[src/rtl/hazard_pkg.sv]
// hazard_pkg
//   Shared definitions for the pipeline hazard controller:
//     state_t  - sequencing states of the controller FSM
//     FWD_*    - ALU operand forward-select encodings driven to the E stage
package hazard_pkg;

  typedef enum logic [1:0] {
    BOOT   = 2'd0,
    RUN    = 2'd1,
    DRAIN  = 2'd2,
    HALTED = 2'd3
  } state_t;

  localparam logic [1:0] FWD_RF  = 2'b00;  // operand from register file
  localparam logic [1:0] FWD_WB  = 2'b01;  // operand from W-stage result
  localparam logic [1:0] FWD_MEM = 2'b10;  // operand from M-stage ALU result

endpackage : hazard_pkg

[src/rtl/forward_select.sv]
// forward_select
//   Combinational forward-select for one E-stage ALU operand. The M stage
//   holds the younger result, so it takes priority over W. Register x0 is
//   hard-wired to zero and is never forwarded.
//   Ports:
//     rs           in  5  source register of the operand in E
//     rd_m         in  5  destination register in M
//     reg_write_m  in  1  M instruction writes the register file
//     rd_w         in  5  destination register in W
//     reg_write_w  in  1  W instruction writes the register file
//     fwd          out 2  FWD_RF / FWD_WB / FWD_MEM
module forward_select
  import hazard_pkg::*;
(
  input  logic [4:0] rs,
  input  logic [4:0] rd_m,
  input  logic       reg_write_m,
  input  logic [4:0] rd_w,
  input  logic       reg_write_w,
  output logic [1:0] fwd
);

  always_comb begin
    // NOTE: every output of a combinational block gets a default first, so no
    // path through the if/else leaves it unassigned and infers a latch.
    fwd = FWD_RF;
    if (reg_write_m && (rd_m != 5'd0) && (rd_m == rs)) begin
      fwd = FWD_MEM;
    end else if (reg_write_w && (rd_w != 5'd0) && (rd_w == rs)) begin
      fwd = FWD_WB;
    end
  end

endmodule : forward_select

[src/rtl/hazard_controller.sv]
// hazard_controller
//   Hazard and sequencing controller for the 5-stage RISC-V pipeline.
//   Produces the F/D stall, D/E flush and E-stage forward selects, sequences
//   BOOT -> RUN -> DRAIN -> HALTED, and counts stall and flush events.
//   Parameters:
//     DRAIN_CYCLES  bubble cycles needed to empty D, E, M and W (>= 1)
//     CNT_W         width of each saturating event counter
//   Ports:
//     clk, rst                     clock, synchronous active-high reset
//     Rs1D, Rs2D                   sources of the instruction in D
//     Rs1E, Rs2E, RdE              sources / destination in E
//     ResultSrcE                   instruction in E is a load
//     PCSrcE                       taken branch resolved in E
//     RdM, RegWriteM               destination / write enable in M
//     RdW, RegWriteW               destination / write enable in W
//     halt_req                     level request to halt the pipeline
//     StallF, StallD               hold PC / hold D register (combinational)
//     FlushD, FlushE               clear D / E register at next edge (combinational)
//     ForwardAE, ForwardBE         ALU operand selects (combinational)
//     halted                       pipeline empty and frozen (registered)
//     stall_count, flush_count     saturating event counters (registered)
module hazard_controller
  import hazard_pkg::*;
#(
  parameter int DRAIN_CYCLES = 4,
  parameter int CNT_W        = 32
) (
  input  logic             clk,
  input  logic             rst,
  input  logic [4:0]       Rs1D,
  input  logic [4:0]       Rs2D,
  input  logic [4:0]       Rs1E,
  input  logic [4:0]       Rs2E,
  input  logic [4:0]       RdE,
  input  logic             ResultSrcE,
  input  logic             PCSrcE,
  input  logic [4:0]       RdM,
  input  logic             RegWriteM,
  input  logic [4:0]       RdW,
  input  logic             RegWriteW,
  input  logic             halt_req,
  output logic             StallF,
  output logic             StallD,
  output logic             FlushD,
  output logic             FlushE,
  output logic [1:0]       ForwardAE,
  output logic [1:0]       ForwardBE,
  output logic             halted,
  output logic [CNT_W-1:0] stall_count,
  output logic [CNT_W-1:0] flush_count
);

  // Drain counter counts DRAIN_CYCLES-1 down to 0; keep at least one bit.
  localparam int         DW         = (DRAIN_CYCLES > 1) ? $clog2(DRAIN_CYCLES) : 1;
  localparam logic [DW-1:0] DRAIN_LOAD = DW'(DRAIN_CYCLES - 1);

  state_t          state;
  logic [DW-1:0]   drain_cnt;
  logic            lw_stall;
  logic            stall_evt;   // load-use stall actually applied this cycle
  logic [1:0]      fwd_a;
  logic [1:0]      fwd_b;

  // ---------------------------------------------------------------------------
  // Forwarding: identical logic for both operands, suppressed only in reset.
  // ---------------------------------------------------------------------------
  forward_select u_fwd_a (
    .rs          (Rs1E),
    .rd_m        (RdM),
    .reg_write_m (RegWriteM),
    .rd_w        (RdW),
    .reg_write_w (RegWriteW),
    .fwd         (fwd_a)
  );

  forward_select u_fwd_b (
    .rs          (Rs2E),
    .rd_m        (RdM),
    .reg_write_m (RegWriteM),
    .rd_w        (RdW),
    .reg_write_w (RegWriteW),
    .fwd         (fwd_b)
  );

  assign ForwardAE = rst ? FWD_RF : fwd_a;
  assign ForwardBE = rst ? FWD_RF : fwd_b;

  // A load in E whose destination is read by the instruction in D cannot be
  // forwarded in time; D must wait one cycle behind a bubble.
  assign lw_stall = ResultSrcE && (RdE != 5'd0) && ((RdE == Rs1D) || (RdE == Rs2D));

  // ---------------------------------------------------------------------------
  // Stall / flush controls: combinational from state and inputs.
  // ---------------------------------------------------------------------------
  always_comb begin
    StallF    = 1'b0;
    StallD    = 1'b0;
    FlushD    = 1'b0;
    FlushE    = 1'b0;
    stall_evt = 1'b0;
    if (rst) begin
      FlushD = 1'b1;
      FlushE = 1'b1;
    end else begin
      unique case (state)
        BOOT: begin
          StallF = 1'b1;
          FlushD = 1'b1;
          FlushE = 1'b1;
        end
        RUN: begin
          // A taken branch squashes the dependent instruction anyway, so the
          // flush wins over a simultaneous load-use stall.
          if (PCSrcE) begin
            FlushD = 1'b1;
            FlushE = 1'b1;
          end else if (lw_stall) begin
            StallF    = 1'b1;
            StallD    = 1'b1;
            FlushE    = 1'b1;
            stall_evt = 1'b1;
          end
        end
        DRAIN: begin
          // Freeze fetch and feed bubbles into D until the pipe is empty.
          StallF = 1'b1;
          FlushD = 1'b1;
          if (PCSrcE) begin
            // Let the PC take the branch target so resume starts at the
            // correct address; the wrong-path instructions are squashed.
            StallF = 1'b0;
            FlushE = 1'b1;
          end else if (lw_stall) begin
            // The stalled consumer in D is still live and must not be lost.
            StallD    = 1'b1;
            FlushE    = 1'b1;
            FlushD    = 1'b0;
            stall_evt = 1'b1;
          end
        end
        HALTED: begin
          StallF = 1'b1;
          StallD = 1'b1;
        end
      endcase
    end
  end

  // ---------------------------------------------------------------------------
  // Sequencing FSM, drain counter, halted flag and event counters.
  // ---------------------------------------------------------------------------
  always_ff @(posedge clk) begin
    // NOTE: all state here is written with non-blocking assignments so every
    // register samples pre-edge values regardless of statement order.
    if (rst) begin
      state       <= BOOT;
      drain_cnt   <= '0;
      halted      <= 1'b0;
      stall_count <= '0;
      flush_count <= '0;
    end else begin
      unique case (state)
        BOOT: state <= RUN;
        RUN: begin
          if (halt_req) begin
            state     <= DRAIN;
            drain_cnt <= DRAIN_LOAD;
          end
        end
        DRAIN: begin
          // A held load-use stall keeps an instruction in D, so the drain
          // budget is paused; halt_req is no longer consulted here.
          if (!stall_evt) begin
            if (drain_cnt == '0) begin
              state  <= HALTED;
              halted <= 1'b1;
            end else begin
              drain_cnt <= drain_cnt - DW'(1);
            end
          end
        end
        HALTED: begin
          if (!halt_req) begin
            state  <= RUN;
            halted <= 1'b0;
          end
        end
      endcase

      if (stall_evt && (stall_count != '1)) begin
        stall_count <= stall_count + CNT_W'(1);
      end
      if (PCSrcE && (state != BOOT) && (flush_count != '1)) begin
        flush_count <= flush_count + CNT_W'(1);
      end
    end
  end

endmodule : hazard_controller
[config.mk]
export PLATFORM = sky130hd
export DESIGN_NAME = hazard_controller
export DESIGN_NICKNAME = d
export VERILOG_FILES = /design/src/rtl/hazard_pkg.sv /design/src/rtl/forward_select.sv /design/src/rtl/hazard_controller.sv
export SDC_FILE = /design/constraint.sdc
export NUM_CORES = 1
export LEC_CHECK = 0
export ABC_AREA = 1
export BUFFER_PORTS_ARGS = -buffer_cell sky130_fd_sc_hd__buf_2
export CAP_MARGIN = 40
export CORE_AREA = 2 2 112 87
export CTS_CLUSTER_SIZE = 24
export DETAILED_ROUTE_END_ITERATION = 10
export DIE_AREA = 0 0 114 89
export PLACE_DENSITY = 0.8
export SLEW_MARGIN = 20
export SYNTH_ARGS = -nofsm -noshare
export SYNTH_HDL_FRONTEND = slang
export SYNTH_SLANG_ARGS = --single-unit
export TNS_END_PERCENT = 50
[constraint.sdc]
create_clock -name clk -period 1.9 [get_ports clk]
set_input_delay 0.19 -clock clk [delete_from_list [all_inputs] [get_ports clk]]
set_output_delay 0.19 -clock clk [all_outputs]
set_load 0.005 [all_outputs]
Yosys cells after proc, flatten, opt, wreduce, memory -nomap -nowiden
Cells that the tools add are included.
Operators by class
  add/sub/neg operators: 3
  muxes and demuxes: 36
  eq/ne operators: 16
  reduce and logical (&&, ||, !) cells: 25
Operator list (count)
  $add 32x1->32 const B: 2
  $ne 32x32->1 const B: 2
  $eq 5x5->1: 6
  $mux 2: 11
  $mux 1: 18
  $reduce_bool 5->1: 3
  $reduce_and 4->1: 3
  $logic_and 1x1->1: 11
  $ne 2x2->1 const B: 5
  $pmux 2 s4: 1
  $pmux 1 s2: 3
  $pmux 1 s3: 2
  $reduce_bool 2->1: 3
  $eq 2x2->1 const B: 2
  $logic_not 2->1: 2
  $pmux 2 s2: 1
  $reduce_or 2->1: 2
  $eq 2x1->1 const B: 1
  $sub 2x1->2 const B: 1
  $logic_or 1x1->1: 1
Storage, ports and cells
  flip-flop bits (word level): 69
  logic and storage cells: 85
  input port bits: 42
  output and inout port bits: 73

Logic depth before layout (Yosys ltp)
  word-level depth: 9
  depth in mapped cells: 14
  gate-level depth less buffers: 13

By module
From an unflattened synthesis, not the netlist that was laid out.
Unflattened totals
  cell total of the unflattened synthesis: 805
  area total of the unflattened synthesis: 4964.8 um2
Modules (own cells, without submodules)
  hazard_controller: instances 1, cells each 705, area each 4536.9 um2, sequential area each 1381.3 um2
  forward_select: instances 2, cells each 50, area each 214.0 um2, sequential area each 0.0 um2

Least setup slack after synthesis
OpenSTA, ideal clock, no wires.
  path kind: register to register
  from: reg stall_count[0]
  to: reg stall_count[2]
  path buffers: 1
  period minus slack after synthesis: 1705 ps
  cell stages (with the launch flop): 12
  required time: 1785 ps
  setup time: 115 ps
  arrival time: 1590 ps
  path slack: 195 ps
  cells stage by stage: dfxtp_1 > ha_1 > nand2_1 > nor2_2 > nand2_2 > nor2_2 > nand2_1 > nand2_4 > inv_6 > buf_6 > a21oi_1 > nor2_1
Between the ends
  cells in the longest elaborated chain, start to end: 2
  elaborated cells between the ends (all ways): 3
  classes of those cells: 1 x add/sub; 1 x eq/ne; 1 x reduce/logical
RTL lines
  from (decl): RTL line hazard_controller.sv:49  | output logic [CNT_W-1:0] stall_count,
  from (signal assigned): RTL line hazard_controller.sv:191  | stall_count <= stall_count + CNT_W'(1);
  branches (longest 2 deep; another with $add 32x1->32)
Parallel ways; which one is timed is not known.
A chain may end at the register's enable or synchronous reset.

Worst setup path after layout
  from: reg state[1]
  to: out StallD
Between the ends
  cells in the longest elaborated chain, start to end: 4
  elaborated cells between the ends (all ways): 6
  classes of those cells: 3 x eq/ne; 2 x mux; 1 x reduce/logical
RTL lines
  from (decl): RTL line hazard_controller.sv:57  | state_t state;
  from (signal assigned): RTL line hazard_controller.sv:156  | state <= BOOT;
  from (signal assigned): RTL line hazard_controller.sv:163  | BOOT: state <= RUN;
  from (signal assigned): RTL line hazard_controller.sv:166  | state <= DRAIN;
  $eq 2x2->1 or $eq 2x1->1 (tied branches): RTL line hazard_controller.sv:105  | unique case (state)
  $reduce_or 2->1 (no line)
  $pmux 1 s2 (*): RTL line hazard_controller.sv:105
  $mux 1 (*): RTL line hazard_controller.sv:101  | if (rst) begin
  to (decl): RTL line hazard_controller.sv:43  | output logic StallD,
Mark *: on every way between the ends. The rest lies on a longest branch, timed or not.

==> run metrics <==
Worst-path clk slew 60 ps; worst-skew pair later-pin latency 340 ps; asr flop ratio synth 0%; wirelength, routed 15610 um; Ys Warns 0; Yosys reg bits 69; Mean Syn Cell Area 6.506 um^2; site row count 30; CTS tree built; antenna cells 0; WHS Endpoint halted$_SDFFE_PP0P_; Core Area 8934 um^2; Synth Flop Type dfxtp_1; pwr dens 680.5 nW/um^2; leading cell types in the layout, fill and taps excluded nand2_1 (221), buf_2 (114), nor2_1 (84); hold buffer count at CTS 0; nets@finish 967; Ports 115; fin cells 1034; grt ovf 0; Crit path required time 1710 ps; layout cells sized above 1 29.39%; CP endpoint kind primary output; Setup violations, final 0; worst reg2reg path depth 12; I/O Buffers 114; Worst-Margin Slew 491.3 ps; Initial Util 54.76%; Die Ht 89 um; Max Fclk 535.7 MHz; min-delay src halt_req; Rel. slew slack 66.82%; via count of the first global-routing pass 5104; CP Buf/Inv Count 4; WL per Instance 15.09 um; drt pass-1 iters 5; # DRC 0; Die X 114 um; Num CTS Buffers 9; Post-Syn Nets 802; Netlist cell types 42; max incr delay on CP 350 ps; Post-synth EDFFs 0; die area 10150 um^2; unrepaired setup endpoints after global routing true; critical path's most frequent cell inv_2; initial antenna violation count 0; gpl congestion 0.9771; detailed placement HPWL 11780 um; maxcap violations 0; GRT Total Usage 30.48%; Layout Area Growth over Synthesis 29.92%; antenna viol nets, final 0; Placed Instances 1013; crit-path cells inv_2, ha_4, inv_1, nor2_1, inv_2, nor2_8, o21ba_2, buf_2; Final Cycle Share 98.25%; Crit Path Max Fanout 4; Slew Viols, Final 0; cell family with most CP delay flip-flops; Static Leakage 0.002834 uW; largest net degree at the start of global routing 36; Syn Inst Count 752; H-tree level count 3; clk buf depth 2; clk sinks 69; Mapped Area 4892 um^2; Worst Hold Class input port to flip-flop; CTS root buf clkbuf_16; fin crit period 1867 ps; Worst path slowest cell dfxtp_2; reg-to-reg endpoint stall_count[17]$_SDFFE_PP0P_; reg2reg start state[1]$_SDFFE_PP0P_; DR iter-0 viols 449; register area share after synthesis 28.24%; Final Hold Fails 0; status finished clean; total chip power 4325 uW; WP data arrival 1680 ps; Layout Skew 8.343 ps; FF-to-FF setup slack 80 ps; Critical Setup Path Class flip-flop to primary output; CP Launch Type flip-flop; WHS Path Cells 4; Via-to-Cell Ratio 5.453; first-pass GRT wire length 24560 um; Peak VDD IR 0.5551 mV; vias 5638; commonest non-fill, non-tap cell in the layout nand2_1
==> synth_stat cells, drive strengths merged (2+ instances only) <==
| library cell | count | area, um^2 |
|---|---|---|
| a211oi | 2 | 15.01 |
| a21oi | 57 | 352.8 |
| buf | 9 | 95.08 |
| clkbuf | 10 | 37.54 |
| dfxtp | 69 | 1381 |
| ha | 8 | 100.1 |
| inv | 82 | 312.8 |
| nand2 | 237 | 932.1 |
| nand3 | 27 | 147.6 |
| nand3b | 2 | 15.01 |
| nand4 | 22 | 143.9 |
| nor2 | 95 | 387.9 |
| nor3 | 35 | 200.2 |
| nor4 | 10 | 62.56 |
| o21ai | 8 | 40.04 |
| o21bai | 2 | 15.01 |
| o41ai | 2 | 17.52 |
| or2 | 4 | 25.02 |
| xnor2 | 18 | 157.7 |
| xor2 | 45 | 394.1 |
==> per-layer routing <==
layer | routed length [um] | vias up | share of wire, % | GRT usage (%)
li1 | - | 2737 | - | -
met1 | 7203 | 2597 | 46 | 43.75
met2 | 6745 | 284 | 43 | 47.67
met3 | 1470 | 20 | 9.4 | 5.898
met4 | 187 | 0 | 1.2 | 7.095
met5 | 0 | - | 0 | 0
==> layout make-up <==
class | count | area [um^2]
multi-input combinational | 581 | 3149
fill | 757 | 2577
sequential | 69 | 1390
timing repair buffer | 173 | 1056
inverter | 83 | 319.1
clock buffer | 10 | 239.0
tap | 112 | 140.1
clock inverter | 6 | 62.56
==> tightest hold or removal path: stages <==
cell     delay (ps)
buf_2            90
a21oi_1         120
nand3_1          90
a21oi_1          60
==> worst max path at each step <==
stage          slack [ps]                         from  depth (start not counted)                            to
3_5_place_dp          -30        state[0]$_SDFFE_PP0P_                          8   flush_count[2]$_SDFFE_PP0P_
4_1_cts                40  stall_count[1]$_SDFFE_PP0P_                         12  stall_count[17]$_SDFFE_PP0P_
2_1_floorplan         200  stall_count[0]$_SDFFE_PP0P_                         11   stall_count[2]$_SDFFE_PP0P_
6_report               30        state[1]$_SDFFE_PP0P_                          8                        StallD
5_1_grt               -20  flush_count[4]$_SDFFE_PP0P_                         11  flush_count[23]$_SDFFE_PP0P_
3_3_place_gp           80        state[0]$_SDFFE_PP0P_                          8   flush_count[2]$_SDFFE_PP0P_
==> repair_timing <==
item | in CTS | in global routing
gates resized for setup | 6 | 24
cloned | 0 | 1
pin swaps | 0 | 2
setup buffers | 1 | 3
endpoints found under the hold margin | 0 | 0
setup endpoints to repair | 6 | 65
==> kinds of logic after synthesis <==
| logic type | synth area share [%] |
|---|---|
| AND/OR/NAND/NOR | 39.54 |
| AO/OA/AOI/OAI | 9.719 |
| XOR/XNOR | 11.28 |
| flip-flops | 28.24 |
| adder cells (fa/ha/maj) | 2.046 |
| buffers and inverters | 9.181 |
==> stage by stage <==
step | utilization, % | hold WS (ps) | cell area, um^2 | setup TNS (ps) | setup slack, ps
CTS | 69.73 | 260.1 | 6230 | 0 | 44.08
finish | 71.15 | 266.3 | 6356 | 0 | 33.28
floorplan | - | 437.3 | 4892 | 0 | 195.2
global placement | 66.05 | 432.4 | 5901 | 0 | 78.57
global route | 71.15 | 301.0 | 6356 | -48.51 | -20.93
detailed placement | 66.05 | 438.4 | 5901 | -26.84 | -26.84
==> report_power, final <==
part           switching (uW)  internal, uW
clock                     677          1050
combinational             628           429
sequential               32.5          1510
total                    1340          2990
==> registers in the layout, indices dropped and copies added (netlist names) <==
name         count
drain_cnt        2
flush_count     32
halted           1
stall_count     32
state            2
Note: power is estimated with default switching activity, not from simulation.
